**config.mk**
```make
export PLATFORM = sky130hd
export DESIGN_NAME = out_bank
export DESIGN_NICKNAME = d
export VERILOG_FILES = /design/src/rtl/out_bank.sv
export SDC_FILE = /design/constraint.sdc
export NUM_CORES = 1
export LEC_CHECK = 0
export CAP_MARGIN = 20
export CORE_AREA = 2 2 190 192
export DETAILED_ROUTE_END_ITERATION = 16
export DIE_AREA = 0 0 192 194
export PLACE_DENSITY = 0.72
export SYNTH_ARGS = -nofsm -noshare
export SYNTH_HDL_FRONTEND = slang
export SYNTH_SLANG_ARGS = --single-unit
export TNS_END_PERCENT = 10
```
**constraint.sdc**
```tcl
create_clock -name CLK -period 15.8 [get_ports CLK]
set_input_delay 3.16 -clock CLK [delete_from_list [all_inputs] [get_ports CLK]]
set_output_delay 3.16 -clock CLK [all_outputs]
set_load 0.05 [all_outputs]
```
**src/rtl/out_bank.sv**
```systemverilog
// Output register bank: captures the ten upper-triangle results into primary slots,
// snapshots a complete frame into a shadow buffer and drains it over valid/ready.
module out_bank #(
    parameter int DW = 16
) (
    input  logic          CLK,
    input  logic          reset,
    input  logic [3:0]    ouputcon,
    input  logic          out_gate,
    input  logic          out_sclr,
    input  logic [DW-1:0] acc_data,
    input  logic          o_ready,
    output logic          o_valid,
    output logic [DW-1:0] o_data,
    output logic [3:0]    o_idx,
    output logic          o_last,
    output logic          frame_done,
    output logic          busy,
    output logic          ovf
);
    typedef enum logic [1:0] {S_IDLE, S_SEND, S_DONE} state_t;

    state_t        state_q;
    logic [DW-1:0] prim_q   [1:10];
    logic [DW-1:0] shadow_q [1:10];
    logic [10:1]   mask_q;
    logic [10:1]   mask_d;
    logic [10:1]   sel;
    logic [10:1]   wr_en;
    logic          o_valid_q;
    logic [DW-1:0] o_data_q;
    logic [3:0]    o_idx_q;
    logic          o_last_q;
    logic          frame_done_q;
    logic          busy_q;
    logic          ovf_q;

    logic          slot_ok;
    logic          store_req;
    logic          full;
    logic          copy;
    logic          store_ok;
    logic          ovf_set;
    logic [3:0]    nxt_idx;
    logic [DW-1:0] nxt_word;

    assign slot_ok   = (ouputcon >= 4'd1) && (ouputcon <= 4'd10);
    assign store_req = out_gate && slot_ok;
    assign full      = &mask_q;
    assign copy      = (state_q == S_IDLE) && full;
    // A complete frame blocks new stores until it has been moved to the shadow.
    assign store_ok  = store_req && !out_sclr && (!full || copy);
    assign ovf_set   = (store_req || out_sclr) && full && !copy;

    genvar gi;
    generate
        for (gi = 1; gi <= 10; gi++) begin : g_sel
            assign sel[gi]   = (ouputcon == 4'(gi));
            assign wr_en[gi] = store_ok && sel[gi];
        end
    endgenerate

    always_comb begin
        mask_d = mask_q;
        if (out_sclr || copy) begin
            mask_d = '0;
        end
        mask_d = mask_d | wr_en;
    end

    assign nxt_idx = o_idx_q + 4'd1;

    always_comb begin
        nxt_word = '0;
        for (int k = 1; k <= 10; k++) begin
            if (nxt_idx == k[3:0]) begin
                nxt_word = shadow_q[k];
            end
        end
    end

    always_ff @(posedge CLK) begin
        for (int k = 1; k <= 10; k++) begin
            if (reset) begin
                prim_q[k]   <= '0;
                shadow_q[k] <= '0;
            end else begin
                if (out_sclr) begin
                    prim_q[k] <= '0;
                end else if (wr_en[k]) begin
                    prim_q[k] <= acc_data;
                end
                if (copy) begin
                    shadow_q[k] <= prim_q[k];
                end
            end
        end
    end

    always_ff @(posedge CLK) begin
        if (reset) begin
            state_q      <= S_IDLE;
            mask_q       <= '0;
            o_valid_q    <= 1'b0;
            o_data_q     <= '0;
            o_idx_q      <= 4'd0;
            o_last_q     <= 1'b0;
            frame_done_q <= 1'b0;
            busy_q       <= 1'b0;
            ovf_q        <= 1'b0;
        end else begin
            mask_q <= mask_d;
            if (ovf_set) begin
                ovf_q <= 1'b1;
            end
            case (state_q)
                S_IDLE: begin
                    frame_done_q <= 1'b0;
                    if (copy) begin
                        // Shadow is loaded this edge, so the first word comes from primary.
                        state_q   <= S_SEND;
                        o_valid_q <= 1'b1;
                        o_idx_q   <= 4'd1;
                        o_data_q  <= prim_q[1];
                        o_last_q  <= 1'b0;
                        busy_q    <= 1'b1;
                    end
                end
                S_SEND: begin
                    if (o_ready) begin
                        if (o_idx_q == 4'd10) begin
                            state_q      <= S_DONE;
                            o_valid_q    <= 1'b0;
                            o_last_q     <= 1'b0;
                            o_idx_q      <= 4'd0;
                            o_data_q     <= '0;
                            frame_done_q <= 1'b1;
                        end else begin
                            o_idx_q  <= nxt_idx;
                            o_data_q <= nxt_word;
                            o_last_q <= (nxt_idx == 4'd10);
                        end
                    end
                end
                S_DONE: begin
                    state_q      <= S_IDLE;
                    frame_done_q <= 1'b0;
                    busy_q       <= 1'b0;
                end
                default: begin
                    state_q <= S_IDLE;
                end
            endcase
        end
    end

    assign o_valid    = o_valid_q;
    assign o_data     = o_data_q;
    assign o_idx      = o_idx_q;
    assign o_last     = o_last_q;
    assign frame_done = frame_done_q;
    assign busy       = busy_q;
    assign ovf        = ovf_q;
endmodule

```
==> metrics.yaml, run 1 <==
run_status: "complete, no violations"
critPathTopFamily: "simple AND/OR/NAND/NOR gates"
hp-class: "reg -> reg"
slowest_delay_ns: 0.79
path_class: "in -> reg"
maxCapViolations: 0
syn_nets: 1237
finalMaxSlewViolations: 0
clockRootBuffer: "clkbuf_16"
synth_ff_type: "edfxtp_1"
io_pins: 50
io_buffer_count: 49
yosysTopAreaCellShare_pct: 61.7
fin_area_um2: 17700
drive_gt1_share_pct: 8.68
async_flop_share_pct: 0
hold_path_depth: 1
path_max_fanout: 17
dieArea_um2: 37200
clockBufferDepth: 3
p_int_uw: 1570
grt_setup_unrepaired: "no"
grt.overflow.total: 0
hold_viol: 0
crit_chain: "clkdlybuf4s50_1 > or4_1 > nor2b_1 > nand4_1 > or3b_1 > nor4_4 > and2_2"
synth_top_area_cell: "edfxtp_1"
vias: 9688
numCtsBuffers: 37
start_util_pct: 44.2
cp.depth: 7
antenna_found_initial: 0
nFillCells: 3045
finClkSkew_ns: 0.0204
track_usage_pct: 20.4
seq_area_frac_synth_pct: 66.5
ant_nets: 0
timing.hold.ws_ns: 0.456
fin_cells: 1728
switching_share_pct: 20.4
ir_drop_v: 0.0000691
synth_cells: 1207
setup_viol: 0
cp-end-kind: "register"
clock_sinks: 357
min_period_ns: 5.66
power_frac_seq_pct: 54.7
clk_pin_slew_worst_paths_ns: 0.06
max_freq_mhz: 177
p_comb_share_pct: 3.2
ys_top_cells_by_area: "edfxtp_1, and2_1, dfxtp_1"
cts_resized: 0
min_from: "mask_q[2]"
dp_cells: 1658
maxSlewHeadroom_pct: 25.9
dr.pass1.iters: 5
synth_area_per_cell_um2: 12.9
die_y_um: 194
arrival_ns: 6.05
cellLeakagePower_uw: 0.00640
rr_worst_depth: 6
placed_cell_area_um2: 16500
p_clk_share_pct: 42.1
critPathLaunchType: "input port"
area_growth_pct: 13.5
cts_tree: "yes"
worstSetupStartpoint: "ouputcon[1]"
worst_ep_required_time_ns: 16.19
rr_startpoint: "mask_q[9]"
drt_iter0_markers: 982
synth-edff-count: 320
p_sw_uw: 402
antenna_cells: 0
clkLatencyLatePin_ns: 0.52
gp_congestion: 0.861
grt_pass1_vias: 9371
hold_buffers: 0
grt_pass1_wl_mm: 56.5
yosysMostFrequentCell: "edfxtp_1"
worst-path-buf-inv: 1
tightest_slew_ns: 1.11
drc: 0
routed_wl_mm: 37.5
synthTopCellsByCount: "edfxtp_1, and2_1, a21oi_1"
htree_levels: 2
yosysWarnings: 0
wl_per_cell_um: 21.7
fin_crit_sh_pct: 35.9
ys_ff_latch: 357
synthesis.area_um2: 15600
grt_max_degree: 121
nNetsFinal: 1269
power.density_nw_per_um2: 111
coreArea_um2: 35200
row_count: 69
viasPerCell: 5.61
synth_cell_types: 54
cpMaxStageDelayCell: "nor4_4"
die_w_um: 192
cts_setup_buffers: 0
dp.final_hpwl_mm: 23.1
finalSetupTns_ns: 0
[final cells by class]
type	count	area, um^2	share of cell area, %
sequential	357	10300	58.6
multi-input combinational	750	4810	27.2
clock buffer	55	1070	6.03
timing repair buffer	74	713	4.03
tap	461	577	3.26
clock inverter	12	87.6	0.496
inverter	19	71.3	0.403
[metal layers]
metal | up-vias | wire (um) | GRT usage [%]
met2 | 361 | 18100 | 32.8
li1 | 4450 | - | -
met5 | - | 0 | 0
met1 | 4773 | 14800 | 26.3
met4 | 0 | 2450 | 12.4
met3 | 104 | 2230 | 2.84
[cell families after synthesis]
logic type,after synthesis,synth area share (%)
and+or+nand+nor,517,20.2
DFF,357,66.5
adders and majority gates,5,0.402
AOI/OAI and AO/OA,228,10.1
buffers and inverters,100,2.84
[worst register-to-register path: cells and delay by family, from the launching register on]
kind,cells,cell delay [ns]
DFF,1,0.33
buffers and inverters,1,0.86
and+or+nand+nor,5,2.67
[power groups by stage]
stage	combinational, uW	sequential, uW	clock [uW]
floorplan	30.8	1090	0
global placement	61.7	1090	0
detailed placement	63.0	1100	0
CTS	63.3	1080	841
global route	67.9	1080	880
finish	63.5	1080	828
[flip-flops by register name (all words and copies together), names as in the netlist]
register and flops:
frame_done 1, ovf 1, mask_q 10, o_last 1, busy 1, shadow_q 160, o_idx 4, prim_q 160
o_valid 1, o_data 16, state_q 2
[worst paths after layout]
kind / slack, ns / to
worst min register to register: 0.46 / mask_q[2]
worst min-delay path: 0.46 / mask_q[2]
worst max-delay path: 10.14 / prim_q[0][65]
worst max register to register: 11.78 / shadow_q[0][17]
[per-stage QoR]
step,utilization [%],power (uW),worst slack [ns]
3_5_place_dp,46.7,1160,9.49
6_report,50.2,1970,10.14
4_1_cts,50.0,1980,10.02
3_3_place_gp,46.7,1160,9.57
2_1_floorplan,-,1120,7.57
5_1_grt,50.2,2030,9.98
[placed cells by master (no fill, tap or decap), types with 3 or more instances in the layout]
cell type and count:
or3b_1 3, a221oi_1 14, clkdlybuf4s50_1 48, o21ai_1 9
a21oi_1 58, o31ai_2 3, inv_1 18, clkbuf_8 3
a21o_1 14, nor4_1 20, edfxtp_1 320, o22ai_1 15
nor3_4 8, or4_1 3, nor3_1 21, nor2_1 43
o211ai_1 46, nand2b_1 7, nor2b_1 20, ha_1 3
o21ai_0 9, nor4_4 3, a221o_1 15, and2_2 7
clkinv_1 4, o21a_1 18, and2_1 316, clkbuf_16 39
buf_4 23, a211oi_1 17, nand4_1 4, dfxtp_1 37
nand3_1 3, nand2_1 47, clkinv_2 6, clkbuf_1 13
(Power assumes the default switching activity.)
==> run 2: changes to the inputs <==
- clock period: 15.8 -> 5.8 ns (I/O delays scaled with it)
==> run 2 against run 1 <==
Effect of this change:
- sequential share of layout area down 0.31 points
- combinational power grew to 2.7 times the previous value
- clock skew is 0.0030 ns lower
- die area is the same
- via count grew 0.37%
- total power grew to 2.8 times the previous value
- critical path type unchanged
- critical endpoint is now prim_q[0][79]
==> metrics.yaml, run 2 (synthesis gave the netlist of run 1 again) <==
area_growth_pct: 14.1
wl_per_cell_um: 22.5  # +3.4%
run_status: "complete, no violations"
layout_commonest_cell: "edfxtp_1"
timing.hold.ws_ns: 0.449  # -0.00711 ns
fin_cells: 1728  # unchanged
ff2ff_setup_slack_ns: 2.49  # -9.29 ns
switching_share_pct: 20.2  # -0.24 points
timing.rr.end: "o_data[4]"
ir_drop_v: 0.000248  # +260%
vias: 9724  # +0.37%
htree_levels: 2  # unchanged
grt_max_degree: 161  # +33%
nFillCells: 2968  # -2.5%
critPathLaunchType: "input port"
p_comb_share_pct: 3.1  # about the same
drc: 0  # unchanged
drive_gt1_share_pct: 8.68  # unchanged
clkLatencyLatePin_ns: 0.52  # about the same
min_from: "mask_q[1]"
die_w_um: 192  # unchanged
coreArea_um2: 35200  # unchanged
hp-class: "reg -> reg"
path_max_fanout: 17  # unchanged
worst_ep_required_time_ns: 6.18  # -10.01 ns
clockRootBuffer: "clkbuf_16"
grt_setup_unrepaired: "no"
finalSetupTns_ns: 0  # unchanged
routed_wl_mm: 38.8  # +3.4%
drt_iter0_markers: 1016  # +3.5%
maxCapViolations: 0  # unchanged
grt_pass1_wl_mm: 58.2  # +3.0%
power_frac_seq_pct: 52.8  # -1.9 points
finalPower_uw: 5550  # +180%
grt_pass1_vias: 9353  # -0.19%
clk_pin_slew_worst_paths_ns: 0.06  # about the same
multi_input_area_um2: 4810  # unchanged
arrival_ns: 4.00  # -2.05 ns
min_period_ns: 3.62
setup_viol: 0  # unchanged
row_count: 69  # unchanged
path_class: "in -> reg"
dp.final_hpwl_mm: 23.4  # +1.5%
maxSlewHeadroom_pct: 30.6  # +4.7 points
grt.overflow.total: 0  # unchanged
hold_viol: 0  # unchanged
cp-end-kind: "register"
start_util_pct: 44.2  # unchanged
whs_endpoint: "mask_q[1]"
cellLeakagePower_uw: 0.00643  # +0.58%
ant_nets: 0  # unchanged
p_int_uw: 4430  # +180%
max_freq_mhz: 276
dieArea_um2: 37200  # unchanged
seq_area_um2: 10300  # unchanged
nNetsFinal: 1269  # unchanged
finClkSkew_ns: 0.0174  # -0.00301 ns
rr_worst_depth: 9  # +3
numCtsBuffers: 38  # +2.7%
antenna_found_initial: 0  # unchanged
gp_congestion: 0.859  # -0.14%
antenna_cells: 0  # unchanged
p_sw_uw: 1120  # +180%
track_usage_pct: 21.1  # +0.71 points
rr_startpoint: "o_idx[1]"
power.density_nw_per_um2: 312  # +180%
tightest_slew_ns: 1.03  # -0.0781 ns
cts_tree: "yes"
dp_cells: 1659  # +0.060%
finalMaxSlewViolations: 0  # unchanged
viasPerCell: 5.63  # +0.37%
die_y_um: 194  # unchanged
io_buffer_count: 49  # unchanged
clockBufferDepth: 3  # unchanged
cts_resized: 0  # unchanged
hold_path_depth: 1  # unchanged
clock_sinks: 357  # unchanged
io_pins: 50  # unchanged
cts_setup_buffers: 0  # unchanged
p_clk_share_pct: 44.0  # +1.9 points
hold_buffers: 0  # unchanged
dr.pass1.iters: 7  # +2
layout_common_cells: "edfxtp_1, and2_1, a21oi_1, clkdlybuf4s50_1, nand2_1"
fin_crit_sh_pct: 62.4
run 2: power by group through the flow:
stage | Combinational, uW | Clock (uW) | Sequential (uW)
6_report | 173 | 2440 | 2930
5_1_grt | 186 | 2580 | 2940
4_1_cts | 176 | 2470 | 2930
3_5_place_dp | 175 | 0 | 2980
3_3_place_gp | 173 | 0 | 2980
2_1_floorplan | 83.9 | 0 | 2970
run 2: final cells by class:
type | instances | area share (%)
Clock buffer | 51 | 5.86
Inverter | 19 | 0.401
Clock inverter | 17 | 1.18
Multi-Input combinational cell | 750 | 27.1
Timing Repair Buffer | 73 | 4.00
Tap cell | 461 | 3.25
Sequential cell | 357 | 58.2
run 2: worst max-delay path by stage:
stage	from	to	slack (ns)	cells after the start
floorplan	reset	shadow_q[0][100]	1.44	3
global placement	ouputcon[0]	prim_q[0][69]	1.74	7
detailed placement	ouputcon[1]	prim_q[0][65]	1.64	7
CTS	o_idx[1]	o_data[5]	2.07	7
global route	ouputcon[0]	prim_q[0][79]	1.95	7
finish	ouputcon[0]	prim_q[0][79]	2.18	7
run 2: metal layers:
| metal | share of wire, % | vias to the layer above | GRT usage [%] |
|---|---|---|---|
| met4 | 4.4 | 0 | 9.95 |
| met1 | 40 | 4789 | 28.3 |
| met2 | 49 | 379 | 34.4 |
| met3 | 6.7 | 97 | 2.55 |
| li1 | - | 4459 | - |
| met5 | 0 | - | 0 |
run 2: through the flow:
stage / setup slack [ns] / utilization (%) / cell area (um^2)
2_1_floorplan: 1.44 / - / 15600
3_3_place_gp: 1.74 / 46.8 / 16500
3_5_place_dp: 1.64 / 46.8 / 16500
4_1_cts: 2.07 / 50.4 / 17700
5_1_grt: 1.95 / 50.4 / 17800
6_report: 2.18 / 50.4 / 17800
run 2: critical path, cell delays in order:
cell and delay, ns:
clkdlybuf4s50_1 0.74, or4_1 0.19, nor2b_1 0.13, nand4_1 0.15, or3b_1 0.62, nor4_4 0.74, and2_2 0.26
==> run 3: changes to the inputs <==
- PLACE_DENSITY: 0.72 -> 0.74
- clock period: 5.8 -> 3.3 ns (I/O delays scaled with it)
==> run 3 against run 2 <==
Effect of this change:
- combinational power grew 98%
- final area up 0.35%
- critical path depth unchanged
- sequential cell count unchanged
- register-to-register slack lost 2.2 ns
- final cell count grew 1.1%
- largest cell class unchanged
==> metrics.yaml, run 3 (synthesis gave the netlist of run 1 again) <==
viasPerCell: 5.64  # +0.23%
finalMaxSlewViolations: 0  # unchanged
cts_resized: 0  # unchanged
setup_viol: 0  # unchanged
layout_commonest_cell: "edfxtp_1"
wl_per_cell_um: 23.1  # +2.8%
path_class: "reg -> reg"
clk_pin_slew_worst_paths_ns: 0.06  # about the same
power_frac_seq_pct: 55.9  # +3.1 points
min_from: "mask_q[3]"
hp-class: "reg -> reg"
max_freq_mhz: 336
finClkSkew_ns: 0.0194  # +0.00198 ns
finalSetupTns_ns: 0  # unchanged
tightest_slew_ns: 0.915  # -0.119 ns
layout_common_cells: "edfxtp_1, and2_1, a21oi_1, clkdlybuf4s50_1, nand2_1"
fin_crit_sh_pct: 90.1
clock_sinks: 357  # unchanged
arrival_ns: 3.39  # -0.61 ns
whs_endpoint: "mask_q[3]"
run_status: "complete, no violations"
path_max_fanout: 15  # -2
htree_levels: 2  # unchanged
grt_pass1_vias: 9386  # +0.35%
timing.hold.ws_ns: 0.450  # +0.000284 ns
track_usage_pct: 21.7  # +0.50 points
switching_share_pct: 21.3  # +1.1 points
dr.pass1.iters: 5  # -2
critPathTopFamily: "compound AO/OA/AOI/OAI gates"
antenna_found_initial: 2  # +2
vias: 9854  # +1.3%
ant_nets: 0  # unchanged
cts_tree: "yes"
drive_gt1_share_pct: 9.73  # +1.0 points
clockBufferDepth: 3  # unchanged
start_util_pct: 44.2  # unchanged
dp.final_hpwl_mm: 26.2  # +12%
drt_iter0_markers: 1132  # +11%
maxCapViolations: 0  # unchanged
gp_congestion: 0.904  # +5.2%
coreArea_um2: 35200  # unchanged
io_pins: 50  # unchanged
crit_chain: "ha_1 > buf_4 > a41o_1 > o211ai_1 > o211ai_1 > a211oi_1 > nor4_1"
io_buffer_count: 49  # unchanged
cts_setup_buffers: 0  # unchanged
power.density_nw_per_um2: 517  # +66%
die_y_um: 194  # unchanged
grt_max_degree: 86  # -47%
dieArea_um2: 37200  # unchanged
fin_area_um2: 17800  # +0.35%
die_w_um: 192  # unchanged
p_int_uw: 7260  # +64%
p_sw_uw: 1960  # +75%
grt_setup_unrepaired: "no"
p_comb_share_pct: 3.7  # +0.6 points
drc: 0  # unchanged
place_ws_ns: 0.149  # -1.49 ns
clockRootBuffer: "clkbuf_16"
slowest_delay_ns: 0.63  # -0.11 ns
rr_startpoint: "o_idx[1]"
routed_wl_mm: 40.4  # +4.0%
numCtsBuffers: 37  # -2.6%
maxSlewHeadroom_pct: 38.8  # +8.2 points
hold_path_depth: 1  # unchanged
row_count: 69  # unchanged
grt.overflow.total: 0  # unchanged
timing.rr.end: "o_data[1]"
cp-end-kind: "register"
worst-path-buf-inv: 1  # unchanged
grt_pass1_wl_mm: 59.6  # +2.3%
nNetsFinal: 1287  # +1.4%
min_period_ns: 2.97
ff2ff_setup_slack_ns: 0.33  # -2.16 ns
cellLeakagePower_uw: 0.00648  # +0.66%
critPathLaunchType: "register"
cpMostUsedCell: "o211ai_1"
p_clk_share_pct: 40.4  # -3.6 points
hold_buffers: 0  # unchanged
finalPower_uw: 9220  # +66%
area_growth_pct: 14.5
hold_viol: 0  # unchanged
cpMaxStageDelayCell: "a41o_1"
ir_drop_v: 0.000308  # +24%
worst_slack_ns: 0.327  # -1.85 ns
rr_worst_depth: 7  # -2
clkLatencyLatePin_ns: 0.52  # about the same
placed_cell_area_um2: 16800  # +1.6%
worst_ep_required_time_ns: 3.72  # -2.46 ns
run 3: changes by cell type in the layout (fill, tap and decap cells not counted), sizes merged:
| cell | change |
|---|---|
| clkinv | +8 |
| clkinvlp | +1 |
| diode | +1 |
| clkbuf | -6 |
| inv | +1 |
| bufinv | -5 |
| buf | +19 |
run 3: stage by stage:
step | util, % | cells
after floorplan | - | 1207
after global placement | 47.6 | 1678
after detailed placement | 47.6 | 1678
after CTS | 50.6 | 1745
after global routing | 50.6 | 1746
final | 50.6 | 1747
run 3: area by class of cell:
cell class,count,area (um^2)
diodes,1,2.50
clock buffers,45,956
clock inverters,22,106
fillers,2970,17400
inverters,19,71.3
multi-input cells,750,4810
flip-flops and latches,357,10300
well taps,461,577
repair buffers,92,958
run 3: worst max path at each step:
stage           startpoint        endpoint  slack, ns  cells past startpoint
6_report          o_idx[1]       o_data[1]       0.33                      7
5_1_grt           o_idx[1]      o_data[10]        0.1                      8
4_1_cts           o_idx[1]       o_data[1]       0.32                      7
3_5_place_dp   ouputcon[0]  prim_q[0][140]       0.15                      8
3_3_place_gp   ouputcon[0]  prim_q[0][173]       0.17                      8
2_1_floorplan  ouputcon[0]   prim_q[0][64]      -0.07                      7
run 3: layer usage:
layer  share of wire (%)  wire [um]  vias to the layer above  GRT usage (%)
met2                  47      18900                      452           33.6
met3                 8.9       3590                       83           4.40
met4                 4.5       1810                        0           9.95
met5                   0          0                        -              0
li1                    -          -                     4481              -
met1                  40      16100                     4838           29.3
run 3: power groups by stage:
stage	Combinational (uW)	Sequential [uW]	Clock, uW
after floorplan	148	5220	0
after global placement	336	5240	0
after detailed placement	341	5250	0
after CTS	342	5150	3750
after global routing	361	5170	3910
final	343	5150	3720
==> edit 1 (flow settings as in run 1) <==
Register the output `ovf` once more; this adds one clock of latency there. The other outputs are not delayed to match.
--- a/src/rtl/out_bank.sv
+++ b/src/rtl/out_bank.sv
@@ -161,5 +161,7 @@
     assign frame_done = frame_done_q;
     assign busy       = busy_q;
-    assign ovf        = ovf_q;
+    always_ff @(posedge CLK) begin
+        ovf <= ovf_q;
+    end
 endmodule
 
Behaviour: same outputs for any inputs over 4 cycles, from zero or initial values and one cycle with reset high; that may be too few to reach the edited logic, so the function may still have changed.
==> edit 1 against run 1 <==
Setup slack improved by 0.015 ns; first-iteration DRC count shrank 2.0%; design area up 0.67%; global-route usage about the same; cell count up 0.17%; sequential share of layout area decreased by 0.27 points; hold slack got worse by 0.10 ns; synthesized area up 0.13%; wire length grew 0.42%; total power increased by 2.7%; sequential cell count increased by 1; largest power group unchanged; non-clock buffer count rose by 1.
==> edit 1: results (changes against run 1) <==
The clock skew after layout is 0.0312 ns (+0.0108 ns). The placed wire-length estimate after detailed placement is 22700 um (-1.6%). Following the worst setup path forward leads to its endpoint at prim_q[0][74]. The total net switching power is 0.416 mW (+3.7%).

The final weighted congestion of routability-driven global placement came out at 0.916 (+6.4%). The power in combinational cells came out at 0.0624 mW (-2%). The clock tree cell share of total cell area was 6.90% (+0.37 points). The adder and majority cell fraction of the synthesized area came out at 0.401% (-0.00052 points). The fraction of final layout cells sized beyond drive strength 1 came out at 8.90% (+0.22 points). The sequential cell area in the final layout is 10400 um^2 (+0.19%).

The synthesized netlist net count came out at 1238 (+0.081%). The endpoint arrival time on the critical path is 6.03 ns (-0.02 ns). The measured slew at the worst slew-check pin was 1.03 ns (-0.0782 ns). The mean area per synthesized cell came out at 12.9 um^2 (about the same). The number of vias per cell came to 5.59 (-0.36%).

The instance area after placement is 16500 um^2 (+0.12%). The wire length reported by the detailed router came out at 37700 um (+0.42%). The startpoint of the worst setup timing path is ouputcon[0]. The worst register-to-register path ends at shadow_q[0][82]. The portion of total power attributed to sequential cells is 53.3% (-1.4 points). The number of buffers outside the clock class in the layout is 75 (+1.4%). The complex-gate fraction of the synthesized area is 10.1% (-0.013 points).

The leakage dissipation came out at 6.44 nW (+0.67%). The net count of the finished layout came out at 1271 (+0.16%). The maximum resistive drop on vdd is 0.0000656 V (-5.1%). The number of sinks handled by clock tree synthesis came out at 358 (+0.28%).

The average detailed-routed wire length per instance is 21.8 um (+0.24%). The clock tree buffer count of the final layout came out at 46 (-16%). The largest net degree at the start of global routing came to 102 (-16%). The data-path buffer share of cell area in the final layout is 4.14% (+0.11 points). The aggregate global-route resource usage is 20.4% (about the same).

The first-pass GRT wire length came out at 57000 um (+0.87%). The sequential element share of the synthesized area came to 66.5% (about the same). The count of fill cells added during filler insertion is 3027 (-0.59%). The run finished with clean final reports.
-- edit 1: worst max-delay path, stage by stage --
cell	delay, ns
clkdlybuf4s50_1	0.74
or4_1	0.20
nor2b_1	0.15
nand4_1	0.14
or3b_1	0.62
nor4_4	0.77
and2_1	0.24
-- edit 1: worst min-delay path by stage --
stage	from	end	slack [ns]
3_5_place_dp	ovf_q	ovf	0.34
6_report	ovf_q	ovf	0.35
4_1_cts	ovf_q	ovf	0.35
2_1_floorplan	ovf_q	ovf	0.33
5_1_grt	ovf_q	ovf	0.36
3_3_place_gp	ovf_q	ovf	0.34
-- edit 1: routing by layer --
| layer | wire length [um] | GRT usage [%] | vias to the layer above |
|---|---|---|---|
| li1 | - | - | 4450 |
| met1 | 15400 | 27.5 | 4739 |
| met2 | 18400 | 33.6 | 396 |
| met3 | 2440 | 2.39 | 85 |
| met4 | 1490 | 8.68 | 0 |
| met5 | 0 | 0 | - |
==> edit 2 (settings of run 1) <==
Made on the original files. `DW`: 16 -> 20.
--- a/src/rtl/out_bank.sv
+++ b/src/rtl/out_bank.sv
@@ -2,5 +2,5 @@
 // snapshots a complete frame into a shadow buffer and drains it over valid/ready.
 module out_bank #(
-    parameter int DW = 16
+    parameter int DW = 20
 ) (
     input  logic          CLK,
Ports: changed (resized acc_data and o_data); port bits go from 50 to 58. The function was not compared with the original's and may differ.
==> edit 2 against run 1 <==
Synthesized area up 23%; sequential cell count up 84; setup slack worse by 0.59 ns; critical endpoint is now shadow_q[0][72]; highest routed layer unchanged; wire length up 24%; critical path type unchanged; total power up 27%; design area up 23%; largest power group unchanged; synthesized cell count up 21%; cell count up 15%; hold slack worse by 0.011 ns.
==> edit 2: results (changes against run 1) <==
The sequential element share of the synthesized area came out at 66.9% (+0.49 points). The maximum net fanout on the critical path is 79 (+62). The data-path buffer share of cell area in the final layout came out at 3.95% (-0.087 points).

The largest stage delay on the critical path came to 0.89 ns (+0.10 ns). The largest net degree at the start of global routing came out at 108 (-11%). The mean area per synthesized cell came to 13.1 um^2 (+1.3%).

The startpoint identified for the worst register-to-register timing path is state_q[0]. The slowest cell on the critical path is buf_4. The clock latency at the later pin of the worst-skew pair came to 0.56 ns (+0.04 ns). The number of vias per cell came out at 5.84 (+4.1%). The aggregate global-route resource usage is 25.7% (+5.2 points). The initial DRC count was 1220 (+24%). The count of fill cells added during filler insertion is 2639 (-13%).

The initial antenna violation count is 0 (unchanged). Ranked by total cell area, the synthesized netlist is headed by edfxtp_1 (63%), and2_1 (13%), dfxtp_1 (4.3%). The deepest clock path buffer count is 3 (unchanged). The final setup slack of the worst path came out at 9.55 ns (-0.588 ns). The number of combinational gates with multiple inputs was 896 (+19%).

The worst hold-check slack came to 0.446 ns (-0.0108 ns). The clock tree cell share of total cell area is 7.07% (+0.54 points). The run finished with clean final reports. The worst hold path belongs to the class reg -> reg. The number of H-tree levels is 2 (unchanged). The number of synthesis warnings is 0 (unchanged). The synthesized netlist net count came out at 1500 (+21%).

The endpoint arrival time on the critical path came out at 6.42 ns (+0.37 ns). The placed wire-length estimate after detailed placement came out at 30500 um (+32%). The sequential cell area in the final layout is 12800 um^2 (+24%). The via count of the first global-routing pass came out at 11400 (+22%). The fraction of area in multi-input gates came out at 26.9% (-0.31 points). The worst-case setup slack after placement is 8.92 ns (-0.564 ns).

Counting instances in the post-synthesis netlist gives the leading cell types as and2_1 (405), edfxtp_1 (400), a21oi_1 (74). The number of sequential storage elements came out at 441 (+24%). The instance area after placement is 20100 um^2 (+22%). The relative slew slack came to 25.1% (-0.75 points).

The leakage dissipation is 7.94 nW (+24%). The startpoint identified for the worst hold timing path is mask_q[8]. The number of enable flip-flop cells after synthesis came out at 400 (+25%).

The terminating pin of the worst hold path is mask_q[8]. The final cell count without fillers was 1994 (+15%). The non-clock inverter total of the final layout came out at 23 (+4). The clock tree buffer count of the final layout is 60 (+9.1%). The fraction of final layout cells sized beyond drive strength 1 came to 9.60% (+0.91 points). The count of cell types in the netlist is 73 (+35%).

The clock skew after layout came to 0.0150 ns (-0.00540 ns). The maximum resistive drop on vdd is 0.000103 V (+49%). The final weighted congestion of routability-driven global placement was 0.907 (+5.4%). The minimum setup slack among reg-to-reg paths came out at 11.44 ns (-0.34 ns).

The first-pass detailed-route iteration total came out at 6 (+1). The most critical setup path has its endpoint at shadow_q[0][72]. The internal portion of total power was 2.00 mW (+28%). The number of buffers outside the clock class in the layout came out at 88 (+19%).

The average detailed-routed wire length per instance is 23.4 um (+7.7%). The final cell utilization of the core came out at 61.7% (+12 points). The port buffer count came to 57 (+16%).

Among cell families on the critical path, the largest total delay comes from buffers and inverters. The CTS buffer count is 46 (+24%). The first-pass GRT wire length is 70200 um (+24%). The number of inserted diodes came out at 1 (+1).
## edit 2: layer usage
metal	GRT usage, %	vias to the layer above	part of all wire [%]
li1	-	5370	-
met1	33.5	5720	39
met2	42.7	437	49
met3	3.48	111	6.7
met4	11.8	0	4.9
met5	0	-	0
## edit 2: cell families after synthesis
family / Yosys count / share of synthesized area, %
mux: 2 / 0.111
fa+ha+maj: 5 / 0.326
flops: 441 / 66.9
buf+inv: 129 / 3.15
compound gates: 272 / 10.3
simple gates: 617 / 19.2
## edit 2: power by group through the flow
| stage | combinational, mW | clock [mW] | sequential, mW |
|---|---|---|---|
| 3_3_place_gp | 0.0743 | 0 | 1.35 |
| 4_1_cts | 0.0766 | 1.11 | 1.33 |
| 2_1_floorplan | 0.0350 | 0 | 1.35 |
| 3_5_place_dp | 0.0764 | 0 | 1.35 |
| 6_report | 0.0775 | 1.10 | 1.33 |
| 5_1_grt | 0.0825 | 1.15 | 1.33 |
